### src/rtl/pong_pkg.sv
// Shared definitions for the pong score/match controller: FSM encoding,
// default game constants and a constant-evaluable ceil(log2) helper.
package pong_pkg;

  typedef enum logic [1:0] {
    PLAY      = 2'd0,
    HOLD      = 2'd1,
    MATCH_END = 2'd2
  } state_t;

  localparam int DEF_WIN_SCORE    = 11;
  localparam int DEF_GAMES_TO_WIN = 2;

  // Returns ceil(log2(value)); 0 for value <= 1.
  function automatic int clog2(input int value);
    int result;
    result = 0;
    for (int i = 0; i < 31; i++) begin
      if ((1 << i) < value) result = i + 1;
    end
    return result;
  endfunction

endpackage

### src/rtl/edge_pulse.sv
// Rising-edge detector: o_pulse is high while i_level is 1 and its value
// on the previous clock was 0, so a held level produces a single pulse.
module edge_pulse (
  input  logic clk,
  input  logic reset,
  input  logic i_level,
  output logic o_pulse
);

  logic r_prev;

  // NOTE: non-blocking assignment so every flop samples pre-edge values.
  always_ff @(posedge clk) begin
    if (reset) r_prev <= 1'b0;
    else       r_prev <= i_level;
  end

  assign o_pulse = i_level & ~r_prev;

endmodule

### src/rtl/pong_scorekeeper.sv
// Score and match controller: converts collision levels into single points,
// runs win-by-two deuce play and a best-of-N match with a timed hold.
module pong_scorekeeper
  import pong_pkg::*;
#(
  parameter int  SCORE_W      = 4,
  parameter int  WIN_SCORE    = DEF_WIN_SCORE,
  parameter int  WIN_BY_TWO   = 1,
  parameter int  GAMES_TO_WIN = DEF_GAMES_TO_WIN,
  parameter int  HOLD_CYCLES  = 1000,
  localparam int GAMES_W      = clog2(GAMES_TO_WIN + 1)
) (
  input  logic               clk,
  input  logic               reset,
  input  logic               Lftcollision,
  input  logic               Rgtcollision,
  input  logic               new_match,
  output logic [SCORE_W-1:0] Lftscore,
  output logic [SCORE_W-1:0] Rgtscore,
  output logic [GAMES_W-1:0] Lftgames,
  output logic [GAMES_W-1:0] Rgtgames,
  output logic               game_end,
  output logic               deuce,
  output logic               Lftwin,
  output logic               Rgtwin
);

  localparam int HOLD_W = clog2(HOLD_CYCLES + 1);

  localparam logic [SCORE_W:0]   WIN_X      = (SCORE_W + 1)'(WIN_SCORE);
  localparam logic [SCORE_W:0]   TWO_X      = (SCORE_W + 1)'(2);
  localparam logic [SCORE_W-1:0] WIN_M1     = SCORE_W'(WIN_SCORE - 1);
  localparam logic [GAMES_W-1:0] GAMES_ONE  = GAMES_W'(1);
  localparam logic [GAMES_W-1:0] GAMES_GOAL = GAMES_W'(GAMES_TO_WIN);
  localparam logic [HOLD_W-1:0]  HOLD_ONE   = HOLD_W'(1);
  localparam logic [HOLD_W-1:0]  HOLD_LOAD  = HOLD_W'(HOLD_CYCLES - 1);

  if (WIN_SCORE < 2 || WIN_SCORE > (1 << SCORE_W) - 2 ||
      GAMES_TO_WIN < 1 || HOLD_CYCLES < 1) begin : g_bad_params
    $error("pong_scorekeeper: illegal parameter combination");
  end

  state_t             r_state,  w_nxt_state;
  logic [SCORE_W-1:0] r_lft,    w_nxt_lft;
  logic [SCORE_W-1:0] r_rgt,    w_nxt_rgt;
  logic [GAMES_W-1:0] r_lgames, w_nxt_lgames;
  logic [GAMES_W-1:0] r_rgames, w_nxt_rgames;
  logic [HOLD_W-1:0]  r_hold,   w_nxt_hold;
  logic               r_game_end, w_nxt_game_end;
  logic               r_deuce,    w_nxt_deuce;
  logic               r_lwin,     w_nxt_lwin;
  logic               r_rwin,     w_nxt_rwin;

  logic               w_lft_edge, w_rgt_edge, w_lft_pt, w_rgt_pt;
  logic [SCORE_W:0]   w_cand_l, w_cand_r;
  logic               w_lft_won, w_rgt_won;
  logic [GAMES_W-1:0] w_games_inc;

  edge_pulse u_lft_edge (
    .clk     (clk),
    .reset   (reset),
    .i_level (Lftcollision),
    .o_pulse (w_lft_edge)
  );

  edge_pulse u_rgt_edge (
    .clk     (clk),
    .reset   (reset),
    .i_level (Rgtcollision),
    .o_pulse (w_rgt_edge)
  );

  // Simultaneous edges cancel: neither side is awarded the point.
  assign w_lft_pt = w_lft_edge & ~w_rgt_edge;
  assign w_rgt_pt = w_rgt_edge & ~w_lft_edge;

  assign w_cand_l  = {1'b0, r_lft} + {{SCORE_W{1'b0}}, w_lft_pt};
  assign w_cand_r  = {1'b0, r_rgt} + {{SCORE_W{1'b0}}, w_rgt_pt};
  assign w_lft_won = w_lft_pt && (w_cand_l >= WIN_X) &&
                     (WIN_BY_TWO == 0 || w_cand_l >= w_cand_r + TWO_X);
  assign w_rgt_won = w_rgt_pt && (w_cand_r >= WIN_X) &&
                     (WIN_BY_TWO == 0 || w_cand_r >= w_cand_l + TWO_X);
  assign w_games_inc = (w_lft_won ? r_lgames : r_rgames) + GAMES_ONE;

  // NOTE: every next-value is defaulted first so no latch is inferred.
  always_comb begin
    w_nxt_state    = r_state;
    w_nxt_lft      = r_lft;
    w_nxt_rgt      = r_rgt;
    w_nxt_lgames   = r_lgames;
    w_nxt_rgames   = r_rgames;
    w_nxt_hold     = r_hold;
    w_nxt_game_end = 1'b0;
    w_nxt_lwin     = r_lwin;
    w_nxt_rwin     = r_rwin;

    if (new_match) begin
      w_nxt_state  = PLAY;
      w_nxt_lft    = '0;
      w_nxt_rgt    = '0;
      w_nxt_lgames = '0;
      w_nxt_rgames = '0;
      w_nxt_hold   = '0;
      w_nxt_lwin   = 1'b0;
      w_nxt_rwin   = 1'b0;
    end else begin
      case (r_state)
        PLAY: begin
          if (w_lft_pt || w_rgt_pt) begin
            w_nxt_lft = w_cand_l[SCORE_W-1:0];
            w_nxt_rgt = w_cand_r[SCORE_W-1:0];
            if (w_lft_won || w_rgt_won) begin
              w_nxt_game_end = 1'b1;
              if (w_lft_won) w_nxt_lgames = w_games_inc;
              else           w_nxt_rgames = w_games_inc;
              if (w_games_inc == GAMES_GOAL) begin
                w_nxt_state = MATCH_END;
                w_nxt_lwin  = w_lft_won;
                w_nxt_rwin  = w_rgt_won;
              end else begin
                w_nxt_state = HOLD;
                w_nxt_hold  = HOLD_LOAD;
              end
            end else if (WIN_BY_TWO != 0 && w_cand_l == w_cand_r && w_cand_l >= WIN_X) begin
              w_nxt_lft = WIN_M1;
              w_nxt_rgt = WIN_M1;
            end
          end
        end
        HOLD: begin
          if (r_hold == '0) begin
            w_nxt_state = PLAY;
            w_nxt_lft   = '0;
            w_nxt_rgt   = '0;
          end else begin
            w_nxt_hold = r_hold - HOLD_ONE;
          end
        end
        MATCH_END: ;
        default: w_nxt_state = PLAY;
      endcase
    end
  end

  assign w_nxt_deuce = (WIN_BY_TWO != 0) && (w_nxt_lft >= WIN_M1) &&
                       (w_nxt_rgt >= WIN_M1) && (w_nxt_lft == w_nxt_rgt);

  always_ff @(posedge clk) begin
    if (reset) begin
      r_state    <= PLAY;
      r_lft      <= '0;
      r_rgt      <= '0;
      r_lgames   <= '0;
      r_rgames   <= '0;
      r_hold     <= '0;
      r_game_end <= 1'b0;
      r_deuce    <= 1'b0;
      r_lwin     <= 1'b0;
      r_rwin     <= 1'b0;
    end else begin
      r_state    <= w_nxt_state;
      r_lft      <= w_nxt_lft;
      r_rgt      <= w_nxt_rgt;
      r_lgames   <= w_nxt_lgames;
      r_rgames   <= w_nxt_rgames;
      r_hold     <= w_nxt_hold;
      r_game_end <= w_nxt_game_end;
      r_deuce    <= w_nxt_deuce;
      r_lwin     <= w_nxt_lwin;
      r_rwin     <= w_nxt_rwin;
    end
  end

  assign Lftscore = r_lft;
  assign Rgtscore = r_rgt;
  assign Lftgames = r_lgames;
  assign Rgtgames = r_rgames;
  assign game_end = r_game_end;
  assign deuce    = r_deuce;
  assign Lftwin   = r_lwin;
  assign Rgtwin   = r_rwin;

endmodule

### config.mk
export PLATFORM = sky130hd
export DESIGN_NAME = pong_scorekeeper
export DESIGN_NICKNAME = d
export VERILOG_FILES = /design/src/rtl/pong_pkg.sv /design/src/rtl/edge_pulse.sv /design/src/rtl/pong_scorekeeper.sv
export SDC_FILE = /design/constraint.sdc
export NUM_CORES = 1
export LEC_CHECK = 0
export BUFFER_PORTS_ARGS = -buffer_cell sky130_fd_sc_hd__clkbuf_2
export CORE_AREA = 2 2 75 77
export DETAILED_ROUTE_END_ITERATION = 7
export DIE_AREA = 0 0 77 79
export PLACE_DENSITY = 0.56
export SLEW_MARGIN = 10
export SYNTH_ARGS = -nofsm -noshare
export SYNTH_HDL_FRONTEND = slang
export SYNTH_SLANG_ARGS = --single-unit
### constraint.sdc
create_clock -name clk -period 6.36 [get_ports clk]
set_clock_uncertainty 0.15 [all_clocks]
set_input_delay 0.954 -clock clk [delete_from_list [all_inputs] [get_ports clk]]
set_output_delay 0.954 -clock clk [all_outputs]
set_load 0.03 [all_outputs]
==> results.json <==
{
  "drt-pass1-iter-count": 4,
  "p_seq_share_pct": 49.6,
  "hold_viol": 0,
  "status": "complete, no violations",
  "ys_ff_latch": 30,
  "p_clk_share_pct": 41.6,
  "place.port_buffers": 20,
  "die_area_mm2": 0.00608,
  "clkTransAtPathRegs_ps": 60,
  "clk_latency_ps": 280,
  "crit_type": "in -> reg",
  "slew_headroom_pct": 40.9,
  "netlist_area_mm2": 0.00205,
  "vias": 1761,
  "cts_sinks": 30,
  "cts_resized": 0,
  "nFillCells": 546,
  "htree_levels": 2,
  "syn-num-nets": 263,
  "hold_buffers": 0,
  "grt_pass1_wl_mm": 8.11,
  "grt_start_max_net_pins": 24,
  "path_delay_family": "adder cells",
  "critPathRequiredTime_ps": 6370,
  "setup_tns_ps": 0,
  "area_growth_pct": 12.6,
  "die_w_um": 77,
  "synth_edf_count": 0,
  "endpoint_kind": "register",
  "ys_seq_area_share_pct": 29.3,
  "crit_path_max_incr_delay_ps": 510,
  "die_h_um": 79,
  "n_antenna_cell": 0,
  "start_util_pct": 38.4,
  "powerDensity_mw_per_mm2": 165,
  "rows": 27,
  "setup_viol": 0,
  "viasPerCell": 5.32,
  "p_sw_share_pct": 24.8,
  "synth_cell_types": 57,
  "grt-ovfl-total": 0,
  "path_cells": "clkbuf_2 > nor2b_1 > inv_1 > ha_1 > ha_1 > ha_1 > xor2_2 > ha_1 > inv_1 > ha_1 > nand2_1 > o21ai_0 > a41oi_1 > nor2_1 > mux2_2 > ha_1 > o41a_4 > nor4_2 > xnor2_1 > o21ai_1",
  "holdCritPathClass": "reg -> reg",
  "dp_slack_ps": 856,
  "vdd_ir_drop_max_uv": 102,
  "fmax_ghz": 0.193,
  "grt_pass1_vias": 1685,
  "cts_buffers": 5,
  "finalCritPeriodShare_pct": 81.7,
  "p_sw_w": 0.0000949,
  "fin_crit_ps": 5190,
  "p_int_w": 0.000287,
  "cpMostUsedCell": "ha_1",
  "cts_max_path_buffers": 2,
  "placed_cells": 323,
  "drt_iter0_drc": 64,
  "gp_congestion": 0.870,
  "p_comb_share_pct": 8.8,
  "routed_wl_mm": 4.70,
  "fin_cells": 331,
  "async_flop_share_pct": 0,
  "max-cap-violations": 0,
  "antenna_found_initial": 0,
  "p_leak_nw": 0.920,
  "final_cell_mix": "dfxtp_1 (30), ha_1 (21), clkbuf_2 (20)",
  "crit_path_start_kind": "input port",
  "tritoncts": "yes",
  "critPathMaxFanout": 8,
  "finalWorstSetupSlack_ps": 1170,
  "drc": 0,
  "syn-instance-count": 237,
  "post_drt_wl_per_cell_um": 14.2,
  "yosysWarnings": 0,
  "layout-drive-gt1-share_pct": 17.4,
  "final_nets": 284,
  "coreArea_mm2": 0.00534,
  "grt_usage_pct": 16.7,
  "total_power_w": 0.000382,
  "synth_flop_cell": "dfxtp_1",
  "cts_setup_buffers": 0,
  "hpwl_mm": 3.60,
  "ant_nets": 0,
  "syn_avg_cell_area_um2": 8.66,
  "worst_pin_slew_ps": 883,
  "cp.arrival_ps": 5200,
  "cts_root_buf": "clkbuf_8",
  "io-pin-count": 21,
  "critPathSlowestCell": "o41a_4",
  "rsz0062_at_grt": "false",
  "cp_num_buf_inv": 3,
  "drv_slew": 0,
  "mostFrequentLayoutCell": "dfxtp_1"
}
[worst paths after layout]
kind	from	endpoint	slack, ps	cells past startpoint
worst max-delay path	Lftcollision	r_hold[9]	1170	20
worst min-delay path	Rgtwin	Rgtwin	310	2
worst max register to register	u_lft_edge.r_prev	r_hold[9]	1640	19
worst min register to register	Rgtwin	Rgtwin	310	2
[cell families (layout without fill, tap and decap cells)]
kind of cell | count (synthesis) | in the layout | synth area share, %
and+or+nand+nor | 89 | 89 | 24.5
AOI/OAI and AO/OA | 64 | 64 | 22.1
DFF | 30 | 30 | 29.3
adders and majority gates | 21 | 21 | 12.8
buffers and inverters | 19 | 41 | 3.48
xor gates and xnor gates | 12 | 12 | 6.77
muxes | 2 | 2 | 1.04
[per-layer routing]
metal	global-route usage, %	wire length [um]	part of all wire [%]
met5	0	0	0
met4	6.07	70	1.5
met3	3.41	134	2.9
met2	27.3	2130	45
met1	21.9	2360	50
[cell type report]
type	count	area, um2	area share (%)
Multi-Input combinational cell	188	1380	59.7
Sequential cell	30	601	26.0
Clock buffer	7	86.3	3.74
Timing Repair Buffer	20	100	4.33
Clock inverter	1	5.00	0.217
Tap cell	72	90.1	3.90
Inverter	13	48.8	2.11
[Yosys cell counts, types with 2 or more instances]
library cell	instances	area, um2
a211oi_1	5	37.5
o21ai_0	10	50.1
or4_1	2	15.0
a311oi_1	4	35.0
a31oi_1	4	25.0
o2111a_1	2	22.5
or3_1	4	25.0
nand2b_1	8	50.1
nand3_1	5	25.0
ha_1	21	263
nor3b_1	2	15.0
or2_2	3	18.8
xnor2_1	8	70.1
buf_1	2	7.51
nand3b_1	3	22.5
o211a_1	2	20.0
inv_1	11	41.3
nor2_1	19	71.3
dfxtp_1	30	601
clkbuf_1	4	15.0
o21ai_1	4	20.0
nor2b_1	10	62.6
a21oi_1	15	75.1
nor3_1	9	45.0
nand2_1	15	56.3
nor4_2	3	37.5
inv_2	2	7.51
[registers in the layout, summed over array words and instances (netlist names)]
name and flops:
Lftgames 2, Lftscore 4, Lftwin 1, Rgtgames 2, Rgtscore 4, Rgtwin 1
deuce 1, game_end 1, r_hold 10, r_state 2, u_lft_edge.r_prev 1, u_rgt_edge.r_prev 1
[worst register-to-register path, stage by stage, from the launching register on]
cell and delay, ps:
dfxtp_1 300, nor2b_1 150, inv_1 60, ha_1 230, ha_1 220, ha_1 250, xor2_2 200, ha_1 300
inv_1 40, ha_1 280, nand2_1 50, o21ai_0 150, a41oi_1 240, nor2_1 320, mux2_2 380, ha_1 240
o41a_4 510, nor4_2 320, xnor2_1 150, o21ai_1 60
[per-stage QoR]
| step | hold WS [ps] | cell area (um2) | utilization [%] |
|---|---|---|---|
| finish | 312 | 2310 | 43.3 |
| global route | 334 | 2310 | 43.3 |
| global placement | 297 | 2220 | 41.6 |
| floorplan | 299 | 2050 | - |
| CTS | 318 | 2310 | 43.3 |
| detailed placement | 308 | 2220 | 41.6 |
[power by group through the flow]
stage / Sequential [W] / Combinational [W] / Clock (W)
2_1_floorplan: 0.000195 / 0.0000233 / 0
4_1_cts: 0.000190 / 0.0000341 / 0.000164
5_1_grt: 0.000190 / 0.0000377 / 0.000175
6_report: 0.000190 / 0.0000336 / 0.000159
3_5_place_dp: 0.000194 / 0.0000339 / 0
3_3_place_gp: 0.000194 / 0.0000340 / 0
No activity file was read; power rests on OpenSTA's default activity.
